### src/rtl/lc4_iq_pkg.sv
// Shared types and constants for the 4-entry issue queue: widths, entry payload
// layout and the modulo-4 pointer step.
package lc4_iq_pkg;

  localparam int IQ_DEPTH = 4;
  localparam int IQ_IDX_W = 2;
  localparam int PR_W     = 4;
  localparam int INSN_W   = 16;

  typedef logic [IQ_IDX_W-1:0] iq_idx_t;

  // Payload of one slot; status bits live beside it in lc4_iq_entry.
  typedef struct packed {
    logic [INSN_W-1:0] insn;
    logic [PR_W-1:0]   pr1;
    logic [PR_W-1:0]   pr2;
    logic [PR_W-1:0]   prd;
  } iq_entry_t;

  function automatic iq_idx_t ptr_inc(input iq_idx_t p);
    return p + iq_idx_t'(1);
  endfunction

endpackage

### src/rtl/lc4_iq_controller_if.sv
// Dispatch / issue / complete / retire bus of the issue queue plus the flat
// per-entry state view consumed by select logic and the memory-ordering queue.
interface lc4_iq_controller_if;
  import lc4_iq_pkg::*;

  logic              flush;
  logic              dp_valid;
  logic [INSN_W-1:0] dp_insn;
  logic [PR_W-1:0]   dp_pr1;
  logic [PR_W-1:0]   dp_pr2;
  logic [PR_W-1:0]   dp_prd;
  logic              dp_ready;
  logic              is_valid;
  iq_idx_t           is_index;
  logic              cm_valid;
  iq_idx_t           cm_index;

  logic [INSN_W-1:0] iq0_insn, iq1_insn, iq2_insn, iq3_insn;
  logic [PR_W-1:0]   iq0_pr1, iq1_pr1, iq2_pr1, iq3_pr1;
  logic [PR_W-1:0]   iq0_pr2, iq1_pr2, iq2_pr2, iq3_pr2;
  logic [PR_W-1:0]   iq0_prd, iq1_prd, iq2_prd, iq3_prd;
  logic [3:0]        iq_valid, iq_issue, iq_commit;
  iq_idx_t           iq_rd;
  logic              rt_valid;
  iq_idx_t           rt_index;
  logic [INSN_W-1:0] rt_insn;
  logic [PR_W-1:0]   rt_prd;

  modport master (
    output flush, dp_valid, dp_insn, dp_pr1, dp_pr2, dp_prd,
           is_valid, is_index, cm_valid, cm_index,
    input  dp_ready,
           iq0_insn, iq1_insn, iq2_insn, iq3_insn,
           iq0_pr1, iq1_pr1, iq2_pr1, iq3_pr1,
           iq0_pr2, iq1_pr2, iq2_pr2, iq3_pr2,
           iq0_prd, iq1_prd, iq2_prd, iq3_prd,
           iq_valid, iq_issue, iq_commit, iq_rd,
           rt_valid, rt_index, rt_insn, rt_prd
  );

  modport slave (
    input  flush, dp_valid, dp_insn, dp_pr1, dp_pr2, dp_prd,
           is_valid, is_index, cm_valid, cm_index,
    output dp_ready,
           iq0_insn, iq1_insn, iq2_insn, iq3_insn,
           iq0_pr1, iq1_pr1, iq2_pr1, iq3_pr1,
           iq0_pr2, iq1_pr2, iq2_pr2, iq3_pr2,
           iq0_prd, iq1_prd, iq2_prd, iq3_prd,
           iq_valid, iq_issue, iq_commit, iq_rd,
           rt_valid, rt_index, rt_insn, rt_prd
  );

endinterface

### src/rtl/lc4_iq_entry.sv
// One issue-queue slot: payload register plus valid/issue/commit status, driven
// by write, issue, commit and clear strobes that the top module qualifies.
module lc4_iq_entry
  import lc4_iq_pkg::*;
(
  input  logic      clk,
  input  logic      rst,
  input  logic      flush,
  input  logic      wr_en,
  input  iq_entry_t wr_data,
  input  logic      set_issue,
  input  logic      set_commit,
  input  logic      clear,
  output iq_entry_t data,
  output logic      valid,
  output logic      issue,
  output logic      commit
);

  iq_entry_t data_reg;
  logic      valid_reg, issue_reg, commit_reg;

  always_ff @(posedge clk) begin
    if (rst) begin
      data_reg   <= '0;
      valid_reg  <= 1'b0;
      issue_reg  <= 1'b0;
      commit_reg <= 1'b0;
    end else begin
      // Flush kills status only; the payload of a squashed slot is kept.
      if (wr_en && !flush)
        data_reg <= wr_data;
      if (flush || clear) begin
        valid_reg  <= 1'b0;
        issue_reg  <= 1'b0;
        commit_reg <= 1'b0;
      end else if (wr_en) begin
        valid_reg  <= 1'b1;
        issue_reg  <= 1'b0;
        commit_reg <= 1'b0;
      end else begin
        if (set_issue)
          issue_reg <= 1'b1;
        if (set_commit)
          commit_reg <= 1'b1;
      end
    end
  end

  assign data   = data_reg;
  assign valid  = valid_reg;
  assign issue  = issue_reg;
  assign commit = commit_reg;

endmodule

### src/rtl/lc4_iq_controller.sv
// Issue-queue state owner: allocates at the tail, tracks issue/complete per slot,
// and retires the head in program order.
module lc4_iq_controller
  import lc4_iq_pkg::*;
(
  input  logic                clk,
  input  logic                rst,
  lc4_iq_controller_if.slave  iq
);

  iq_idx_t              head_reg, head_next;
  logic [2:0]           count_reg, count_next;
  iq_idx_t              tail;
  logic                 dp_ready, dp_fire, rt_fire;
  iq_entry_t            dp_data;
  iq_entry_t            ent_data [IQ_DEPTH];
  logic [IQ_DEPTH-1:0]  valid_vec, issue_vec, commit_vec;

  // Ready looks only at registered count: a same-cycle retire frees nothing.
  assign dp_ready = (count_reg != 3'd4);
  assign dp_fire  = iq.dp_valid && dp_ready && !iq.flush;
  assign tail     = head_reg + count_reg[1:0];
  assign rt_fire  = valid_vec[head_reg] && commit_vec[head_reg];

  assign dp_data.insn = iq.dp_insn;
  assign dp_data.pr1  = iq.dp_pr1;
  assign dp_data.pr2  = iq.dp_pr2;
  assign dp_data.prd  = iq.dp_prd;

  // Issue/complete are qualified against registered status; clear wins inside the slot.
  for (genvar gi = 0; gi < IQ_DEPTH; gi++) begin : g_ent
    lc4_iq_entry u_entry (
      .clk        (clk),
      .rst        (rst),
      .flush      (iq.flush),
      .wr_en      (dp_fire && (tail == iq_idx_t'(gi))),
      .wr_data    (dp_data),
      .set_issue  (iq.is_valid && (iq.is_index == iq_idx_t'(gi)) &&
                   valid_vec[gi] && !issue_vec[gi]),
      .set_commit (iq.cm_valid && (iq.cm_index == iq_idx_t'(gi)) &&
                   valid_vec[gi] && issue_vec[gi]),
      .clear      (rt_fire && (head_reg == iq_idx_t'(gi))),
      .data       (ent_data[gi]),
      .valid      (valid_vec[gi]),
      .issue      (issue_vec[gi]),
      .commit     (commit_vec[gi])
    );
  end

  always_comb begin
    head_next  = head_reg;
    count_next = count_reg;
    if (rt_fire)
      head_next = ptr_inc(head_reg);
    case ({dp_fire, rt_fire})
      2'b10:   count_next = count_reg + 3'd1;
      2'b01:   count_next = count_reg - 3'd1;
      default: count_next = count_reg;
    endcase
  end

  always_ff @(posedge clk) begin
    if (rst || iq.flush) begin
      head_reg  <= '0;
      count_reg <= '0;
    end else begin
      head_reg  <= head_next;
      count_reg <= count_next;
    end
  end

  assign iq.dp_ready  = dp_ready;
  assign iq.iq_valid  = valid_vec;
  assign iq.iq_issue  = issue_vec;
  assign iq.iq_commit = commit_vec;
  assign iq.iq_rd     = head_reg;
  assign iq.rt_valid  = rt_fire;
  assign iq.rt_index  = head_reg;
  assign iq.rt_insn   = ent_data[head_reg].insn;
  assign iq.rt_prd    = ent_data[head_reg].prd;

  assign iq.iq0_insn = ent_data[0].insn;
  assign iq.iq1_insn = ent_data[1].insn;
  assign iq.iq2_insn = ent_data[2].insn;
  assign iq.iq3_insn = ent_data[3].insn;
  assign iq.iq0_pr1  = ent_data[0].pr1;
  assign iq.iq1_pr1  = ent_data[1].pr1;
  assign iq.iq2_pr1  = ent_data[2].pr1;
  assign iq.iq3_pr1  = ent_data[3].pr1;
  assign iq.iq0_pr2  = ent_data[0].pr2;
  assign iq.iq1_pr2  = ent_data[1].pr2;
  assign iq.iq2_pr2  = ent_data[2].pr2;
  assign iq.iq3_pr2  = ent_data[3].pr2;
  assign iq.iq0_prd  = ent_data[0].prd;
  assign iq.iq1_prd  = ent_data[1].prd;
  assign iq.iq2_prd  = ent_data[2].prd;
  assign iq.iq3_prd  = ent_data[3].prd;

endmodule

### src/flat_wrapper.sv
// flat-port wrapper written by rule: the top's interface ports become plain ports
module lc4_iq_controller_flat import lc4_iq_pkg::*;
  (clk, rst, iq_flush, iq_dp_valid, iq_dp_insn, iq_dp_pr1, iq_dp_pr2, iq_dp_prd, iq_is_valid, iq_is_index, iq_cm_valid, iq_cm_index, iq_dp_ready, iq_iq0_insn, iq_iq1_insn, iq_iq2_insn, iq_iq3_insn, iq_iq0_pr1, iq_iq1_pr1, iq_iq2_pr1, iq_iq3_pr1, iq_iq0_pr2, iq_iq1_pr2, iq_iq2_pr2, iq_iq3_pr2, iq_iq0_prd, iq_iq1_prd, iq_iq2_prd, iq_iq3_prd, iq_iq_valid, iq_iq_issue, iq_iq_commit, iq_iq_rd, iq_rt_valid, iq_rt_index, iq_rt_insn, iq_rt_prd);
  lc4_iq_controller_if iq_i ();
  input  logic clk;
  input  logic rst;
  input wire logic [$bits(iq_i.flush)-1:0] iq_flush;
  input wire logic [$bits(iq_i.dp_valid)-1:0] iq_dp_valid;
  input wire logic [$bits(iq_i.dp_insn)-1:0] iq_dp_insn;
  input wire logic [$bits(iq_i.dp_pr1)-1:0] iq_dp_pr1;
  input wire logic [$bits(iq_i.dp_pr2)-1:0] iq_dp_pr2;
  input wire logic [$bits(iq_i.dp_prd)-1:0] iq_dp_prd;
  input wire logic [$bits(iq_i.is_valid)-1:0] iq_is_valid;
  input wire logic [$bits(iq_i.is_index)-1:0] iq_is_index;
  input wire logic [$bits(iq_i.cm_valid)-1:0] iq_cm_valid;
  input wire logic [$bits(iq_i.cm_index)-1:0] iq_cm_index;
  output wire logic [$bits(iq_i.dp_ready)-1:0] iq_dp_ready;
  output wire logic [$bits(iq_i.iq0_insn)-1:0] iq_iq0_insn;
  output wire logic [$bits(iq_i.iq1_insn)-1:0] iq_iq1_insn;
  output wire logic [$bits(iq_i.iq2_insn)-1:0] iq_iq2_insn;
  output wire logic [$bits(iq_i.iq3_insn)-1:0] iq_iq3_insn;
  output wire logic [$bits(iq_i.iq0_pr1)-1:0] iq_iq0_pr1;
  output wire logic [$bits(iq_i.iq1_pr1)-1:0] iq_iq1_pr1;
  output wire logic [$bits(iq_i.iq2_pr1)-1:0] iq_iq2_pr1;
  output wire logic [$bits(iq_i.iq3_pr1)-1:0] iq_iq3_pr1;
  output wire logic [$bits(iq_i.iq0_pr2)-1:0] iq_iq0_pr2;
  output wire logic [$bits(iq_i.iq1_pr2)-1:0] iq_iq1_pr2;
  output wire logic [$bits(iq_i.iq2_pr2)-1:0] iq_iq2_pr2;
  output wire logic [$bits(iq_i.iq3_pr2)-1:0] iq_iq3_pr2;
  output wire logic [$bits(iq_i.iq0_prd)-1:0] iq_iq0_prd;
  output wire logic [$bits(iq_i.iq1_prd)-1:0] iq_iq1_prd;
  output wire logic [$bits(iq_i.iq2_prd)-1:0] iq_iq2_prd;
  output wire logic [$bits(iq_i.iq3_prd)-1:0] iq_iq3_prd;
  output wire logic [$bits(iq_i.iq_valid)-1:0] iq_iq_valid;
  output wire logic [$bits(iq_i.iq_issue)-1:0] iq_iq_issue;
  output wire logic [$bits(iq_i.iq_commit)-1:0] iq_iq_commit;
  output wire logic [$bits(iq_i.iq_rd)-1:0] iq_iq_rd;
  output wire logic [$bits(iq_i.rt_valid)-1:0] iq_rt_valid;
  output wire logic [$bits(iq_i.rt_index)-1:0] iq_rt_index;
  output wire logic [$bits(iq_i.rt_insn)-1:0] iq_rt_insn;
  output wire logic [$bits(iq_i.rt_prd)-1:0] iq_rt_prd;
  assign iq_i.flush = iq_flush;
  assign iq_i.dp_valid = iq_dp_valid;
  assign iq_i.dp_insn = iq_dp_insn;
  assign iq_i.dp_pr1 = iq_dp_pr1;
  assign iq_i.dp_pr2 = iq_dp_pr2;
  assign iq_i.dp_prd = iq_dp_prd;
  assign iq_i.is_valid = iq_is_valid;
  assign iq_i.is_index = iq_is_index;
  assign iq_i.cm_valid = iq_cm_valid;
  assign iq_i.cm_index = iq_cm_index;
  assign iq_dp_ready = iq_i.dp_ready;
  assign iq_iq0_insn = iq_i.iq0_insn;
  assign iq_iq1_insn = iq_i.iq1_insn;
  assign iq_iq2_insn = iq_i.iq2_insn;
  assign iq_iq3_insn = iq_i.iq3_insn;
  assign iq_iq0_pr1 = iq_i.iq0_pr1;
  assign iq_iq1_pr1 = iq_i.iq1_pr1;
  assign iq_iq2_pr1 = iq_i.iq2_pr1;
  assign iq_iq3_pr1 = iq_i.iq3_pr1;
  assign iq_iq0_pr2 = iq_i.iq0_pr2;
  assign iq_iq1_pr2 = iq_i.iq1_pr2;
  assign iq_iq2_pr2 = iq_i.iq2_pr2;
  assign iq_iq3_pr2 = iq_i.iq3_pr2;
  assign iq_iq0_prd = iq_i.iq0_prd;
  assign iq_iq1_prd = iq_i.iq1_prd;
  assign iq_iq2_prd = iq_i.iq2_prd;
  assign iq_iq3_prd = iq_i.iq3_prd;
  assign iq_iq_valid = iq_i.iq_valid;
  assign iq_iq_issue = iq_i.iq_issue;
  assign iq_iq_commit = iq_i.iq_commit;
  assign iq_iq_rd = iq_i.iq_rd;
  assign iq_rt_valid = iq_i.rt_valid;
  assign iq_rt_index = iq_i.rt_index;
  assign iq_rt_insn = iq_i.rt_insn;
  assign iq_rt_prd = iq_i.rt_prd;
  lc4_iq_controller u_core (.clk(clk), .rst(rst), .iq(iq_i));
endmodule
### config.mk
export PLATFORM = sky130hd
export DESIGN_NAME = lc4_iq_controller_flat
export DESIGN_NICKNAME = d
export VERILOG_FILES = /design/src/rtl/lc4_iq_pkg.sv /design/src/rtl/lc4_iq_controller_if.sv /design/src/rtl/lc4_iq_entry.sv /design/src/rtl/lc4_iq_controller.sv /design/src/flat_wrapper.sv
export SDC_FILE = /design/constraint.sdc
export NUM_CORES = 1
export LEC_CHECK = 0
export ABC_AREA = 0
export CAP_MARGIN = 20
export CORE_MARGIN = 2
export CORE_UTILIZATION = 41
export DETAILED_ROUTE_END_ITERATION = 16
export PLACE_DENSITY = 0.75
export SLEW_MARGIN = 25
export SYNTH_ARGS = -nofsm -noshare
export SYNTH_HDL_FRONTEND = slang
export SYNTH_SLANG_ARGS = --single-unit
### constraint.sdc
create_clock -name clk -period 2.3 [get_ports clk]
set_clock_uncertainty 0.15 [all_clocks]
set_input_delay 0.345 -clock clk [delete_from_list [all_inputs] [get_ports clk]]
set_output_delay 0.345 -clock clk [all_outputs]
set_load 0.02 [all_outputs]
**After elaboration in Yosys (flattened, before gate mapping)**

Index checks and enable logic that the tools add are counted.

- Add/subtract/negate cells: 4
- Multiply operators: 0
- Div/mod/pow operators: 0
- Magnitude comparators: 2
- Eq/ne operators: 15
- Shifts and indexed selects: 0
- Multiplexer cells: 8
- Bitwise operators: 1
- Reductions and logical operators: 62

Operators by type and width:

| cell | number |
|---|---|
| $bmux 28 s2 | 1 |
| $mux 28 | 2 |
| $logic_and 1x1->1 | 39 |
| $eq 2x2->1 const B | 9 |
| $reduce_or 3->1 | 4 |
| $eq 2x1->1 const B | 5 |
| $logic_not 2->1 | 4 |
| $reduce_or 2->1 | 4 |
| $pmux 3 s2 | 1 |
| $logic_not 1->1 | 5 |
| $logic_or 1x1->1 | 5 |
| $bmux 1 s2 | 2 |
| $add 3x1->3 const B | 1 |
| $ge 3x3->1 const B | 1 |
| $lt 2x3->1 const B | 1 |
| $ne 3x3->1 const B | 1 |
| $not 2->3 | 1 |
| $sub 3x1->3 const B | 1 |
| $add 2x1->2 const B | 1 |
| $add 2x2->2 | 1 |
| $mux 1 | 2 |
| $reduce_bool 2->1 | 1 |

- Bits in registers: 129
- Latch bits: 0
- Bits in writable memories: 0
- Bits in read-only memories: 0
- Input bits: 38
- Output and inout bits: 150
- Logic and storage cells: 122
- Memories kept: 0

**Depth between registers and ports, before layout**

Gate-level depths: netlist of run 1.

- Depth in word-level cells: 6
- Depth in mapped cells: 8
- Depth with buffers taken out: 8

**Cells and area by module**

From an unflattened synthesis of run 1, not the netlist that was laid out.

- Cells, all modules: 643
- Area, all modules: 6702.7 sq um

Modules (own cells, without submodules):

| module | times used | cells each | area an instance (sq um) | sequential area each (sq um) |
|---|---|---|---|---|
| lc4_iq_entry | 4 | 136 | 1408.9 | 620.6 |
| lc4_iq_controller | 1 | 99 | 1067.3 | 100.1 |

**Least setup slack after synthesis of run 1**

Ideal clock, no wire load.

- Kind: reg2reg
- From: register u_core.head_reg[1] (netlist: u_core.iq.iq_rd[1])
- To: register u_core.count_reg[2]
- Setup time: 0.070 ns
- Arrival time: 2.503 ns
- Required time: 2.080 ns
- Slack: -0.423 ns
- Stages on the path, launching flop included: 9
- Path buffers: 1
- Clock period less this slack: 2.723 ns
- Cells stage by stage: dfxtp_1 > buf_2 > inv_2 > mux4_2 > ha_1 > fa_1 > xnor2_1 > or3_1 > a21oi_1

- Cells in the longest elaborated chain, start to end: 5
- Elaborated cells on any way between the ends: 9
- Classes of those cells: 2 x eq/ne; 5 x mux; 2 x reduce/logical

RTL lines:

| item | line | text |
|---|---|---|
| start, declared | lc4_iq_controller.sv:11 | `iq_idx_t head_reg, head_next;` |
| start signal, assigned | lc4_iq_controller.sv:67 | `head_reg <= head_next;` |
| $bmux 1 s2 | lc4_iq_controller.sv:23 | `assign rt_fire = valid_vec[head_reg] && commit_vec[head_reg];` |
| $mux 1 (implied by the code) | lc4_iq_controller.sv:23 |  |
| $logic_and 1x1->1 * | lc4_iq_controller.sv:23 |  |
| named net iq_rt_valid | flat_wrapper.sv:38 | `output wire logic [$bits(iq_i.rt_valid)-1:0] iq_rt_valid;` |
| $eq 2x1->1 or $eq 2x2->1 (tied branches) | lc4_iq_controller.sv:55 | `case ({dp_fire, rt_fire})` |
| $pmux 3 s2 or $reduce_bool 2->1 (tied branches) | n/a |  |
| end signal, assigned | lc4_iq_controller.sv:68 | `count_reg <= count_next;` |
| end, declared | lc4_iq_controller.sv:12 | `logic [2:0] count_reg, count_next;` |

The timed path passes the listed nets; every way through them passes the cells marked *. The select of a mux whose other input is x is not followed.
A chain may end at the register's enable or synchronous reset.

**Worst setup path after layout of run 1**

- From: register u_core.g_ent[3].u_entry.valid_reg
- To: register u_core.count_reg[2]

- Cells in the longest elaborated chain, start to end: 5
- Elaborated cells on any way between the ends: 7
- Classes of those cells: 2 x eq/ne; 3 x mux; 2 x reduce/logical

RTL lines:

| item | line | text |
|---|---|---|
| start, declared | lc4_iq_entry.sv:21 | `logic valid_reg, issue_reg, commit_reg;` |
| start signal, assigned | lc4_iq_entry.sv:26 | `valid_reg <= 1'b0;` |
| start signal, assigned | lc4_iq_entry.sv:34 | `valid_reg <= 1'b0;` |
| start signal, assigned | lc4_iq_entry.sv:38 | `valid_reg <= 1'b1;` |
| $bmux 1 s2 * | lc4_iq_controller.sv:23 |  |
| $mux 1 (implied by the code) * | lc4_iq_controller.sv:23 |  |
| $logic_and 1x1->1 * | lc4_iq_controller.sv:23 |  |
| $eq 2x1->1 or $eq 2x2->1 (tied branches) | lc4_iq_controller.sv:55 |  |
| $pmux 3 s2 or $reduce_bool 2->1 (tied branches) | n/a |  |

Every way passes the cells marked *; elsewhere a longest branch is shown, timed or not. The select of a mux whose other input is x is not followed.

==> flow_metrics.tcl, run 1 <==
set metrics [dict create \
    row_count 42 \
    power_frac_comb_pct 7.1 \
    ys_types 39 \
    synth_seq_area_share_pct 47.0 \
    start_util_pct 41.7 \
    synth_ff_type "dfxtp_1" \
    rsz0062_at_grt "yes" \
    async_reset_ff_share_pct 0 \
    largest_register_ffs 112 \
    final_cells 875 \
    numCtsBuffers 17 \
    min_period_ns 2.30 \
    layout_common_cells "clkdlybuf4s50_1, dfxtp_1, nor2_1, mux2i_1, mux4_2" \
    firstDrtPassIters 4 \
    slew_headroom_pct 66.0 \
    utilization_pct 62.2 \
    htreeDepth 4 \
    clk_latency_ns 0.42 \
    maxCapViolations 0 \
    slew_violations 0 \
    cp_slowest_cell "mux4_2" \
    die_y_microns 120 \
    path_class "reg2reg" \
    synth_area_sq_um 5500 \
    endpoint_kind "register" \
    clk_pin_slew_ns 0.05 \
    crit_chain "and2_1 > mux4_2 > ha_4 > fa_2 > xnor2_1 > or3_1 > a21oi_2" \
    ir_worst_vdd_mv 0.436 \
    place_congestion 0.859 \
    grt_usage_pct 21.0 \
    synthCells 498 \
    wl_met1_mm 6.35 \
    fill_cells 1062 \
    power_mw 5.67 \
    max_freq_mhz 435 \
    ys_warn_count 0 \
    finalInstanceArea_sq_um 8200 \
    violations "negative setup slack" \
    p_int_mw 4.45 \
    drc 0 \
    cpLargestDelayFamily "multiplexers" \
    critPathRequiredTime_ns 2.50 \
    cts_buffer_depth 2 \
    regArea_sq_um 2590 \
    io_pins 188 \
    fin_crit_sh_pct 100 \
    clk_root_buffer_cell "clkbuf_16" \
    die_w_microns 120 \
    area_growth_pct 49.2 \
    dr_wl_met2_mm 7.10 \
    highest_layer "met4" \
    final_common_cell "clkdlybuf4s50_1" \
    placed_cells 840 \
    core_sq_um 13200 \
    fin_nets 731 \
    hold_path.class "in2reg" \
    grt_pass1_wl_mm 23.4 \
    setup_viol 1 \
    grt_max_degree 113 \
    hold_violations 0 \
    drt_iter0_markers 291 \
    synthesis.nets 543 \
    start_kind "register" \
    finalWorstSetupSlack_ns -0.000524 \
    power_frac_seq_pct 40.4 \
    multi_input_area_sq_um 2630 \
    met3_length_mm 1.29 \
    drive_gt1_share_pct 16.2 \
    switchingPower_mw 1.22 \
    grt_pass1_vias 4586 \
    wl_per_cell_microns 17.0 \
    p_sw_share_pct 21.6 \
    worst_pin_slew_ns 0.509 \
    dieArea_sq_um 14400 \
    antenna_found_initial 0 \
    clkPwrFrac_pct 52.6 \
    status "finished, violations left" \
    vias_per_cell 5.05 \
    arrival_ns 2.50 \
    synth-edff-count 0 \
    grt_overflow 0 \
    n_antenna_cell 0 \
    syn_avg_cell_area_sq_um 11.0 \
    clock_sink_count 129 \
    worst-path-buf-inv 0 \
    cts_tree "yes" \
    synth_seq_cells 129 \
    ant_nets 0 \
    wl_mm 14.8 \
    pwr_density_cell_nw_per_um2 692 \
    p_leak_nw 3.42 \
    max_stage_delay_ns 0.52 \
    vias 4417 \
    path_max_fanout 2 \
    r2r_slack_ns -0.0005 \
    hpwlAfterDp_mm 10.2 \
    io_buffers 187 \
    place_area_sq_um 7590 \
]
## timing repair
item,CTS,global route
hold endpoints to repair,0,0
setup buffers,1,1
resized for setup,63,23
pin swaps,1,0
endpoints found under the setup margin,23,25
cloned,0,1
hold buffers,0,0
## final timing paths
check / startpoint / to / cells after the start
worst max-delay path: u_core.g_ent[3].u_entry.valid / u_core.count_reg[2] / 7
worst min-delay path: rst / u_core.count_reg[2] / 3
worst max register to register: u_core.g_ent[3].u_entry.valid / u_core.count_reg[2] / 7
worst min register to register: u_core.g_ent[1].u_entry.data[11] / u_core.g_ent[1].u_entry.data[11] / 2
## kinds of logic (layout without fill, tap and decap cells)
family                   after synthesis  after routing  share of synthesized area (%)
adder cells (fa/ha/maj)                7              7                           1.73
multiplexers                         135            135                           29.6
AO/OA/AOI/OAI                         20             20                           2.28
XOR/XNOR                               4              4                           1.16
flip-flops                           129            129                           47.0
buffers and inverters                 52            253                           5.78
AND/OR/NAND/NOR                      151            151                           12.5
## metrics by stage
stage,hold slack (ns),setup slack [ns],TNS [ns]
2_1_floorplan,0.307,-0.177,-0.177
3_3_place_gp,0.326,-0.0775,-0.0775
3_5_place_dp,0.328,-0.0889,-0.0909
4_1_cts,0.278,-0.00340,-0.00340
5_1_grt,0.299,-0.0480,-0.0480
6_report,0.279,-0.000524,-0.000524
## final cells by class
class / count / share of cell area, %
Multi-Input combinational cell: 317 / 32.0
Tap cell: 176 / 2.68
Sequential cell: 129 / 31.6
Timing Repair Buffer: 215 / 25.4
Clock inverter: 11 / 2.44
Clock buffer: 21 / 5.61
Inverter: 6 / 0.305
## synthesized netlist by cell type, types with 2 or more instances
master | count | area [sq um]
o21ai_0 | 2 | 10.0
nand2_1 | 3 | 11.3
a21o_1 | 2 | 15.0
a21oi_1 | 7 | 35.0
ha_1 | 6 | 75.1
buf_6 | 6 | 67.6
buf_2 | 5 | 25.0
a41oi_1 | 2 | 17.5
a31oi_1 | 3 | 18.8
mux4_2 | 22 | 495
nor2b_1 | 2 | 12.5
and2_1 | 4 | 25.0
nor2_1 | 119 | 447
nor3b_1 | 8 | 60.1
buf_4 | 19 | 143
nor4_4 | 2 | 42.5
o21a_1 | 2 | 15.0
dfxtp_1 | 129 | 2580
clkbuf_1 | 15 | 56.3
mux2i_1 | 113 | 1130
inv_2 | 2 | 7.51
nand3_1 | 3 | 15.0
nand4_1 | 3 | 18.8
inv_1 | 4 | 15.0
## layer usage
layer	up-vias	global-route usage, %
met5	-	0
met2	169	34.9
li1	2088	-
met4	0	7.65
met1	2151	24.5
met3	9	8.32
## worst min-delay path: stages
cell and delay, ns:
buf_4 0.10, or2_1 0.31, a21oi_2 0.04
## power groups by stage
stage | combinational [mW] | sequential, mW | clock [mW]
2_1_floorplan | 0.167 | 2.37 | 0
3_3_place_gp | 0.409 | 2.34 | 0
3_5_place_dp | 0.417 | 2.34 | 0
4_1_cts | 0.413 | 2.29 | 3.03
5_1_grt | 0.425 | 2.29 | 3.15
6_report | 0.401 | 2.29 | 2.98
Note: power is estimated with default switching activity, not from simulation.
==> run 2, diff against run 1 <==
- ABC_CLOCK_PERIOD_IN_PS: not set -> 2300
- MAX_ROUTING_LAYER: not set -> met4
==> flow_metrics.tcl, run 2 (same netlist as run 1, synthesis figures left out) <==
set metrics [dict create \
    timing.rr.start "u_core.g_ent[3].u_entry.valid" \
    setup_viol 0 \
    die_y_microns 120 \
    core_sq_um 13200 \
    pwr_density_cell_nw_per_um2 692 \
    path_max_fanout 2 \
    min_period_ns 2.30 \
    vias_per_cell 5.01 \
    arrival_ns 2.50 \
    cts_tree "yes" \
    path_class "reg2reg" \
    grt_pass1_wl_mm 23.4 \
    holdPathStages 3 \
    ant_nets 0 \
    utilization_pct 62.2 \
    antenna_found_initial 0 \
    max_freq_mhz 435 \
    clock_sink_count 129 \
    r2r_cells 7 \
    endpoint_kind "register" \
    clk_root_buffer_cell "clkbuf_16" \
    power_mw 5.67 \
    place_congestion 0.872 \
    io_buffers 187 \
    htreeDepth 4 \
    row_count 42 \
    final_cells 875 \
    wl_mm 14.8 \
    grt_max_degree 113 \
    r2r_slack_ns 0.0002 \
    vias 4386 \
    grt_overflow 0 \
    grt_pass1_vias 4588 \
    post-place-ws_ns -0.0889 \
    area_growth_pct 49.2 \
    fin_nets 731 \
    hold_path_end "u_core.count_reg[2]" \
    dieArea_sq_um 14400 \
    worst_pin_slew_ns 0.509 \
    hold_path.class "in2reg" \
    final_common_cell "clkdlybuf4s50_1" \
    die_w_microns 120 \
    clk_latency_ns 0.41 \
    cts_buffer_depth 2 \
    n_antenna_cell 0 \
    finalWorstSetupSlack_ns 0.000226 \
    p_leak_nw 3.42 \
    start_util_pct 41.7 \
    firstDrtPassIters 4 \
    slew_violations 0 \
    hold_violations 0 \
    hpwlAfterDp_mm 10.2 \
    drive_gt1_share_pct 16.2 \
    placed_cells 840 \
    ir_worst_vdd_mv 0.436 \
    io_pins 188 \
    start_kind "register" \
    rsz0062_at_grt "yes" \
    largest_register_ffs 112 \
    maxCapViolations 0 \
    rr_endpoint "u_core.count_reg[2]" \
    grt_usage_pct 21.6 \
    hp-start "rst" \
    fin_crit_sh_pct 100 \
    status "finished clean" \
    drc 0 \
    clk_pin_slew_ns 0.06 \
    wl_per_cell_microns 16.9 \
    critPathRequiredTime_ns 2.50 \
    numCtsBuffers 17 \
    fill_cells 1063 \
    layout_common_cells "clkdlybuf4s50_1, dfxtp_1, nor2_1, mux2i_1, mux4_2" \
    slew_headroom_pct 66.1 \
    drt_iter0_markers 260 \
]
## run 2: critical path: stages (launching register included)
cell	delay, ns
dfxtp_1	0.31
and2_1	0.17
mux4_2	0.52
ha_4	0.19
fa_2	0.33
xnor2_1	0.13
or3_1	0.32
a21oi_2	0.11
## run 2: per-stage QoR
stage | area [sq um] | setup TNS, ns | hold WS, ns
global route | 8200 | -0.0483 | 0.307
CTS | 8280 | -0.00340 | 0.278
floorplan | 5530 | -0.177 | 0.307
finish | 8200 | 0 | 0.289
global placement | 7590 | -0.0775 | 0.326
detailed placement | 7590 | -0.0909 | 0.328
## run 2: final cells by class
class	count	area [sq um]	area share [%]
sequential	129	2590	31.6
multi-input combinational	317	2630	32.0
inverter	6	25.0	0.305
clock buffer	21	460	5.61
timing repair buffer	215	2080	25.4
tap	176	220	2.68
clock inverter	11	200	2.44
## run 2: report_power, final
part | total (mW) | internal [mW] | switching (mW)
Combinational | 0.401 | 0.193 | 0.207
Clock | 2.98 | 1.99 | 0.990
Sequential | 2.29 | 2.27 | 0.0253
Total | 5.67 | 4.45 | 1.22
## run 2: worst max-delay path by stage
stage / start / to / slack [ns] / cells after the start
after floorplan: u_core.iq.iq_rd[1] / u_core.count_reg[2] / -0.18 / 8
after global placement: iq_dp_valid / u_core.count_reg[2] / -0.08 / 8
after detailed placement: iq_dp_valid / u_core.count_reg[2] / -0.09 / 8
after CTS: u_core.g_ent[3].u_entry.valid / u_core.count_reg[2] / -0.003 / 7
after global routing: u_core.g_ent[0].u_entry.valid / u_core.count_reg[2] / -0.05 / 7
final: u_core.g_ent[3].u_entry.valid / u_core.count_reg[2] / 0.0002 / 7
## run 2: metal layers
metal,part of all wire (%),wire (microns),vias to the layer above,track usage [%]
li1,-,-,2088,-
met1,44,6520,2138,25.4
met2,49,7200,154,34.9
met3,7.0,1030,6,6.99
met4,0.49,72,0,7.43
met5,0,0,-,-
## run 2: repair_timing
action / in CTS / in global routing
pin swaps: 1 / 0
gates resized for setup: 63 / 23
setup buffers: 1 / 1
setup endpoints to repair: 23 / 25
cloned: 0 / 1
hold buffers: 0 / 0
endpoints found under the hold margin: 0 / 0
